$ cat config.mk
export PLATFORM = sky130hd
export DESIGN_NAME = rf_wb_buffer
export DESIGN_NICKNAME = d
export VERILOG_FILES = /design/src/rtl/rf_wb_buffer.sv
export SDC_FILE = /design/constraint.sdc
export NUM_CORES = 1
export LEC_CHECK = 0
export BUFFER_PORTS_ARGS = -buffer_cell sky130_fd_sc_hd__buf_2
export CORE_MARGIN = 4
export CORE_UTILIZATION = 50
export DETAILED_ROUTE_END_ITERATION = 8
export GPL_TIMING_DRIVEN = 0
export PLACE_DENSITY = 0.8
export SLEW_MARGIN = 0
export SYNTH_ARGS = -nofsm -noshare
export SYNTH_HDL_FRONTEND = slang
export SYNTH_SLANG_ARGS = --single-unit
$ cat constraint.sdc
create_clock -name clk -period 3.7 [get_ports clk]
set_clock_uncertainty 0.15 [all_clocks]
set_input_delay 0.555 -clock clk [delete_from_list [all_inputs] [get_ports clk]]
set_output_delay 0.555 -clock clk [all_outputs]
set_load 0.005 [all_outputs]
$ cat src/rtl/rf_wb_buffer.sv
// In-order write-back FIFO feeding the register-file write port, with a youngest-match lookup.
// Latency: a push at edge N is presented on wr_* from cycle N+1 onward; lookup is combinational.
// Backpressure: in_ready drops while full, and a pop in that same cycle does not reopen it.
module rf_wb_buffer #(
    parameter int ADDR_BITS = 3,
    parameter int DATA_BITS = 2,
    parameter int DEPTH     = 4
) (
    input  logic                   clk,
    input  logic                   reset_n,
    input  logic                   in_valid,
    output logic                   in_ready,
    input  logic [ADDR_BITS-1:0]   in_addr,
    input  logic [DATA_BITS-1:0]   in_data,
    input  logic                   wr_slot,
    output logic                   wr_en,
    output logic [ADDR_BITS-1:0]   wr_addr,
    output logic [DATA_BITS-1:0]   wr_data,
    input  logic [ADDR_BITS-1:0]   lk_addr,
    output logic                   lk_hit,
    output logic [DATA_BITS-1:0]   lk_data,
    output logic [$clog2(DEPTH):0] count,
    output logic                   empty
);

    localparam int PW = $clog2(DEPTH);
    localparam int CW = PW + 1;

    typedef struct packed {
        logic [ADDR_BITS-1:0] addr;
        logic [DATA_BITS-1:0] data;
    } entry_t;

    entry_t          mem [DEPTH];
    logic [DEPTH-1:0] vld;
    logic [PW-1:0]    rd_ptr;
    logic [PW-1:0]    wr_ptr;
    logic [CW-1:0]    cnt;
    logic             push;
    logic             pop;

    assign in_ready = (cnt != CW'(DEPTH));
    assign empty    = (cnt == '0);
    assign count    = cnt;
    assign wr_en    = !empty;
    assign wr_addr  = mem[rd_ptr].addr;
    assign wr_data  = mem[rd_ptr].data;
    assign push     = in_valid & in_ready;
    assign pop      = wr_en & wr_slot;

    always_ff @(posedge clk or negedge reset_n) begin
        if (!reset_n) begin
            rd_ptr <= '0;
            wr_ptr <= '0;
            cnt    <= '0;
            vld    <= '0;
        end else begin
            // push and pop never target the same slot: that needs count 0 or DEPTH
            if (push) begin
                vld[wr_ptr] <= 1'b1;
                wr_ptr      <= wr_ptr + PW'(1);
            end
            if (pop) begin
                vld[rd_ptr] <= 1'b0;
                rd_ptr      <= rd_ptr + PW'(1);
            end
            case ({push, pop})
                2'b10:   cnt <= cnt + CW'(1);
                2'b01:   cnt <= cnt - CW'(1);
                default: cnt <= cnt;
            endcase
        end
    end

    always_ff @(posedge clk) begin
        if (push) begin
            mem[wr_ptr] <= '{addr: in_addr, data: in_data};
        end
    end

    // Walk oldest to youngest so the last match seen is the youngest one.
    always_comb begin
        logic [PW-1:0] idx;
        idx     = '0;
        lk_hit  = 1'b0;
        lk_data = '0;
        for (int i = 0; i < DEPTH; i++) begin
            idx = rd_ptr + PW'(i);
            if (vld[idx] && (mem[idx].addr == lk_addr)) begin
                lk_hit  = 1'b1;
                lk_data = mem[idx].data;
            end
        end
    end

endmodule

==> results of run 1 <==
-- synth_stat cells --
master,count
a21oi_2,1
a221oi_1,2
a22oi_1,2
a2bb2oi_1,4
and2_1,3
and2_4,1
and3_1,4
buf_2,4
buf_6,2
clkbuf_1,2
clkbuf_4,1
dfrtp_1,11
edfxtp_1,20
fa_1,1
ha_1,9
inv_1,8
inv_2,1
mux2_2,3
mux2i_1,10
mux4_1,4
mux4_2,14
nand2_1,5
nand3_1,3
nand3b_1,1
nand4_1,1
nor2_1,6
o21ai_0,2
o32ai_1,3
or3_1,1
xnor2_1,15
xnor2_2,1
xor2_1,4
-- layout make-up --
cell class,instances,area (um^2)
clock inverters,2,8.758
multi-input cells,100,1149
plain buffers,7,61.31
fillers,322,1554
flip-flops and latches,31,875.8
clock buffers,6,72.57
inverters,9,38.79
repair buffers,31,177.7
well taps,50,62.56
-- sequential cells by signal, indices dropped and copies added (netlist names) --
signal and flops:
vld 4, wr_ptr 2, mem 20, rd_ptr 2
count 3
-- report_power, final --
part	internal, uW	switching (uW)
sequential	486	103
combinational	809	661
clock	129	119
-- routing by layer --
| layer | vias up | share of wire | GRT usage | routed length (um) |
|---|---|---|---|---|
| met5 | - | 0 | 0 | 0 |
| li1 | 641 | - | - | - |
| met1 | 711 | 0.40 | 0.2066 | 1682 |
| met2 | 40 | 0.53 | 0.3043 | 2227 |
| met4 | 0 | 0.024 | 0.08197 | 103 |
| met3 | 12 | 0.047 | 0.04155 | 199 |
-- worst max-delay path by stage --
stage / to / cells after the start / startpoint / slack [ns]
after floorplan: lk_data[0] / 11 / rd_ptr[0]$_DFFE_PN0N_ / 0.37
after global placement: lk_data[0] / 13 / rd_ptr[1]$_DFFE_PN0N_ / 0.01
after global routing: lk_data[0] / 10 / rd_ptr[0]$_DFFE_PN0N_ / 0.04
after detailed placement: lk_data[1] / 12 / rd_ptr[1]$_DFFE_PN0N_ / -0.14
after CTS: lk_data[1] / 12 / rd_ptr[0]$_DFFE_PN0N_ / 0.04
final: lk_data[0] / 11 / rd_ptr[1]$_DFFE_PN0N_ / 0.17
-- cells in the final DEF (no fill, tap or decap), types with 2 or more instances in the layout --
cell / instances
xnor2_1: 15
nor2_1: 6
mux2i_1: 10
xor2_1: 4
o32ai_2: 2
buf_2: 24
nand3_1: 2
buf_4: 7
and3_1: 4
nand2_1: 5
dfrtp_1: 11
mux4_2: 15
edfxtp_1: 20
and2_1: 2
a22oi_1: 2
clkbuf_8: 5
a2bb2oi_1: 4
buf_6: 3
mux2_2: 3
ha_1: 8
o21ai_0: 2
inv_1: 7
mux4_1: 3
and2_4: 2
clkbuf_1: 3
-- logic make-up after synthesis --
kind of cell / after synthesis / share of synthesized area
mux: 31 / 0.2667
flops: 31 / 0.4214
simple gates: 25 / 0.06201
xor+xnor: 20 / 0.08790
buf+inv: 18 / 0.04395
compound gates: 14 / 0.05419
fa+ha+maj: 10 / 0.06382
-- through the flow --
| stage | setup TNS (ns) | worst slack (ns) |
|---|---|---|
| 2_1_floorplan | 0 | 0.3719 |
| 3_3_place_gp | 0 | 0.01395 |
| 3_5_place_dp | -0.2752 | -0.1381 |
| 4_1_cts | 0 | 0.04166 |
| 5_1_grt | 0 | 0.03517 |
| 6_report | 0 | 0.1712 |
-- critical path, stage by stage (launching register included) --
cell	delay, ns
dfrtp_1	0.37
buf_6	0.11
buf_8	0.13
inv_2	0.06
ha_4	0.32
mux4_2	0.52
xor2_1	0.15
nor2_1	0.18
and2_4	0.18
a22oi_1	0.06
a221oi_1	0.29
buf_2	0.16
-- timing repair --
item                       4_1_cts  5_1_grt
hold buffers                     1        0
hold endpoints to repair        11        0
gates resized for setup         14        5
setup buffers                    6        1
setup endpoints to repair        3        2
pin swaps                        3        4
cloned                           0        0
==> metrics.csv, run 1 <==
stage,metric,value,unit
pwr,power,2307,uW
global_route,grt_usage,0.1760,
floorplanning,die_area,0.005252,mm^2
global_route,grt_pass1_wl,7.024,mm
critical_path,arrival,2.82,ns
detailed_routing,ant_nets,0,
critical_path,ff2ff_setup_slack,1.33,ns
floorplanning,core_area,0.004000,mm^2
placement,io_buffers,23,
synthesis,synth-seq-cells,31,
timing,period_needed,3.529,ns
layout,postLayoutCellArea,0.002446,mm^2
pwr,power_density,943.1,mW/mm^2
layout,nets,207,
layout,area_growth,17.70,%
clock_tree,clk_latency,0.27,ns
pwr,p_leak,0.0009896,uW
critical_path,start_kind,flip-flop,
worst_hold_path,hold_path_depth,1,
timing,slew_headroom,0.7221,
layout,drive_gt1_frac,0.3763,
layout,post-route-util,0.6115,
clock_tree,root_buffer,clkbuf_8,
synthesis,synthCells,149,
timing,rsz0062_at_grt,no,
critical_path,r2r-start,count[2]$_DFFE_PN0P_,
timing,finalSetupViolations,0,
floorplanning,start_util,0.5195,
floorplanning,die_h,72.47,um
timing,fmax,283.4,MHz
outcome,status,completed,
detailed_routing,vias_per_cell,5.949,
placement,post-dp-hpwl,3.224,mm
clock_tree,clkTransAtPathRegs,0.07,ns
detailed_routing,wl,4.212,mm
floorplanning,dieWidth,72.47,um
clock_tree,cts.sinks,31,
worst_hold_path,hold_end,mem[2][0]$_DFFE_PP_,
synthesis,ys_seq_area_frac,0.4214,
critical_path,ff2ff_path_depth,9,
synthesis,yosysWarnings,0,
synthesis,yosysTopAreaCell,edfxtp_1,
synthesis,yosys-top-cells-area,"edfxtp_1 29%, mux4_2 15%, dfrtp_1 13%",
detailed_routing,drtIter0Drc,65,
global_route,gr-total-overflow,0,
global_route,antenna_found_initial,0,
timing,hold_violations,0,
global_route,grt_pass1_vias,1456,
run,drv_cap,0,
floorplanning,rows,23,
synthesis,synthDistinctLibCells,32,
detailed_routing,drc,0,
detailed_routing,detail_route.wl_per_cell,17.85,um
synthesis,synth_top_area_frac,0.2890,
clock_tree,cts-buffers-inserted,5,
placement,dp.cells,222,
worst_hold_path,min_from,in_data[0],
critical_path,r2r-end,count[2]$_DFFE_PN0P_,
clock_tree,clock_path_buffers,2,
critical_path,crit_path_end_kind,output pin,
synthesis,syn-cell-area,0.002078,mm^2
synthesis,syn_nets,171,
critical_path,crit_fanout,10,
pwr,peakVddDrop,0.0004653,V
global_route,grt_max_degree,12,
timing,fin_crit_sh,0.9537,
timing,whs,0.3370,ns
detailed_routing,dr.pass1.iters,4,
floorplanning,num_io_pins,26,
placement,gp_congestion,0.7959,
critical_path,worstSetupPathType,flip-flop to output pin,
timing,worst_pin_slew,0.4169,ns
clock_tree,htreeDepth,2,
critical_path,worstPathRequired,2.99,ns
synthesis,synth.avg_cell_area,13.95,um^2
worst_hold_path,holdCritPathClass,input port to flip-flop,
timing,report.final.slew_viol_count,0,
placement,place_area,0.002256,mm^2
layout,antenna_cells,0,
detailed_routing,vias,1404,
layout,stdcell_count,236,
clock_tree,cts_tree,built,
Power figures use the tool's default switching activity.
==> run 2, diff against run 1 <==
- RECOVER_POWER: not set -> 100
==> run 2 against run 1 <==
  * Global-route usage did not move
  * Non-clock buffer count did not move
  * Sequential share of layout area rose by 0.26 points
  * Power fell by 0.66%
  * Via count fell by 0.28%
  * Critical path depth did not move
  * Hold slack improved by 0.031 ns
  * Clock power barely moved
  * Setup slack got worse by 0.0010 ns
  * Highest routed layer unchanged
==> metrics.csv, run 2 (same netlist as run 1, synthesis figures left out) <==
stage,metric,value,unit
detailed_routing,ant_nets,0,
clock_tree,clkTransAtPathRegs,0.06,ns
detailed_routing,wl,4.186,mm
run,drv_cap,0,
clock_tree,cts.sinks,31,
critical_path,cp_cell_sequence,buf_6 -> buf_8 -> inv_2 -> ha_4 -> mux4_2 -> xor2_1 -> nor2_1 -> and2_4 -> a22oi_1 -> a221oi_1 -> buf_2,
layout,post-route-util,0.6071,
layout,nets,207,
floorplanning,num_io_pins,26,
critical_path,worstSetupPathType,flip-flop to output pin,
layout,largest_reg_flops,20,
pwr,peakVddDrop,0.0004636,V
pwr,p_leak,0.0009624,uW
global_route,antenna_found_initial,0,
clock_tree,htreeDepth,2,
floorplanning,start_util,0.5195,
critical_path,crit_path_end_kind,output pin,
floorplanning,die_h,72.47,um
floorplanning,die_area,0.005252,mm^2
layout,antenna_cells,0,
worst_hold_path,hold_end,count[2]$_DFFE_PN0P_,
worst_hold_path,hold_path_depth,1,
timing,setup_ws,0.1702,ns
floorplanning,dieWidth,72.47,um
timing,period_needed,3.530,ns
critical_path,cp_top_family,multiplexers,
floorplanning,core_area,0.004000,mm^2
timing,finalSetupViolations,0,
critical_path,r2r-end,count[2]$_DFFE_PN0P_,
critical_path,start_kind,flip-flop,
clock_tree,root_buffer,clkbuf_8,
critical_path,worstPathRequired,2.99,ns
clock_tree,cts-buffers-inserted,5,
floorplanning,rows,23,
timing,report.final.slew_viol_count,0,
layout,layout_commonest_cell,edfxtp_1,
global_route,grt_pass1_wl,7.024,mm
detailed_routing,dr.pass1.iters,4,
global_route,grt_max_degree,12,
timing,worst_pin_slew,0.6159,ns
timing,rsz0062_at_grt,no,
layout,largest-register,mem,
critical_path,arrival,2.82,ns
worst_hold_path,min_from,count[2]$_DFFE_PN0P_,
placement,io_buffers,23,
pwr,power_density,943.7,mW/mm^2
critical_path,max_stage_delay,0.52,ns
detailed_routing,vias,1400,
global_route,gr-total-overflow,0,
layout,fill_cells,331,
placement,dp.cells,222,
layout,stdcell_count,236,
placement,dpl_worst_slack,-0.1381,ns
placement,gp_congestion,0.7959,
layout,layout_common_cells,"20 x edfxtp_1, 15 x mux4_2, 15 x xnor2_1",
layout,area_growth,16.86,%
critical_path,cpMaxStageDelayCell,mux4_2,
timing,fin_crit_sh,0.9540,
critical_path,crit_fanout,10,
detailed_routing,vias_per_cell,5.932,
clock_tree,clk_latency,0.27,ns
global_route,grt_usage,0.1760,
global_route,grt_pass1_vias,1456,
detailed_routing,drc,0,
critical_path,ff2ff_path_depth,9,
layout,drive_gt1_frac,0.3172,
clock_tree,clock_path_buffers,2,
critical_path,ff2ff_setup_slack,1.32,ns
timing,hold_violations,0,
placement,post-dp-hpwl,3.224,mm
worst_hold_path,holdCritPathClass,flip-flop to flip-flop,
critical_path,crit_buf_inv,4,
timing,slew_headroom,0.5894,
detailed_routing,detail_route.wl_per_cell,17.74,um
detailed_routing,drtIter0Drc,57,
outcome,status,completed,
timing,fmax,283.3,MHz
critical_path,r2r-start,count[2]$_DFFE_PN0P_,
clock_tree,cts_tree,built,
-- run 2: repair_timing --
| item | 4_1_cts | 5_1_grt |
|---|---|---|
| hold buffers | 1 | 0 |
| gates resized for setup | 14 | 5 |
| buffers inserted | 6 | 1 |
| endpoints found under the hold margin | 11 | 0 |
| pin swaps | 3 | 4 |
| endpoints found under the setup margin | 3 | 2 |
-- run 2: layout make-up --
cell class,count,area (um^2),area share
clock inverters,2,8.758,0.003606
inverters,9,38.79,0.01597
flip-flops and latches,31,875.8,0.3606
repair buffers,31,165.2,0.06801
clock buffers,6,72.57,0.02988
well taps,50,62.56,0.02576
multi-input cells,100,1144,0.4709
plain buffers,7,61.31,0.02524
-- run 2: worst max-delay path by stage --
| stage | start | end | slack, ns | cells after the start |
|---|---|---|---|---|
| final | rd_ptr[1]$_DFFE_PN0N_ | lk_data[0] | 0.17 | 11 |
| after global routing | rd_ptr[0]$_DFFE_PN0N_ | lk_data[0] | 0.03 | 10 |
| after CTS | rd_ptr[0]$_DFFE_PN0N_ | lk_data[1] | 0.04 | 12 |
| after detailed placement | rd_ptr[1]$_DFFE_PN0N_ | lk_data[1] | -0.14 | 12 |
| after global placement | rd_ptr[1]$_DFFE_PN0N_ | lk_data[0] | 0.01 | 13 |
| after floorplan | rd_ptr[0]$_DFFE_PN0N_ | lk_data[0] | 0.37 | 11 |
-- run 2: metal layers --
layer,part of all wire,track usage
met1,0.39,0.2066
met2,0.53,0.3043
met3,0.050,0.04155
met4,0.025,0.08197
met5,0,0
-- run 2: where the power goes --
part / internal (uW) / switching, uW
combinational: 801 / 655
sequential: 486 / 103
clock: 129 / 119
total: 1420 / 876
-- run 2: stage by stage --
stage / setup TNS [ns] / hold slack, ns / power, uW / cell area (um^2)
after CTS: 0 / 0.3321 / 2317 / 2462
after floorplan: 0 / 0.1094 / 1577 / 2078
after detailed placement: -0.2752 / 0.2909 / 1903 / 2256
after global routing: 0 / 0.3997 / 2457 / 2429
final: 0 / 0.3677 / 2292 / 2429
after global placement: 0 / 0.2796 / 1830 / 2256
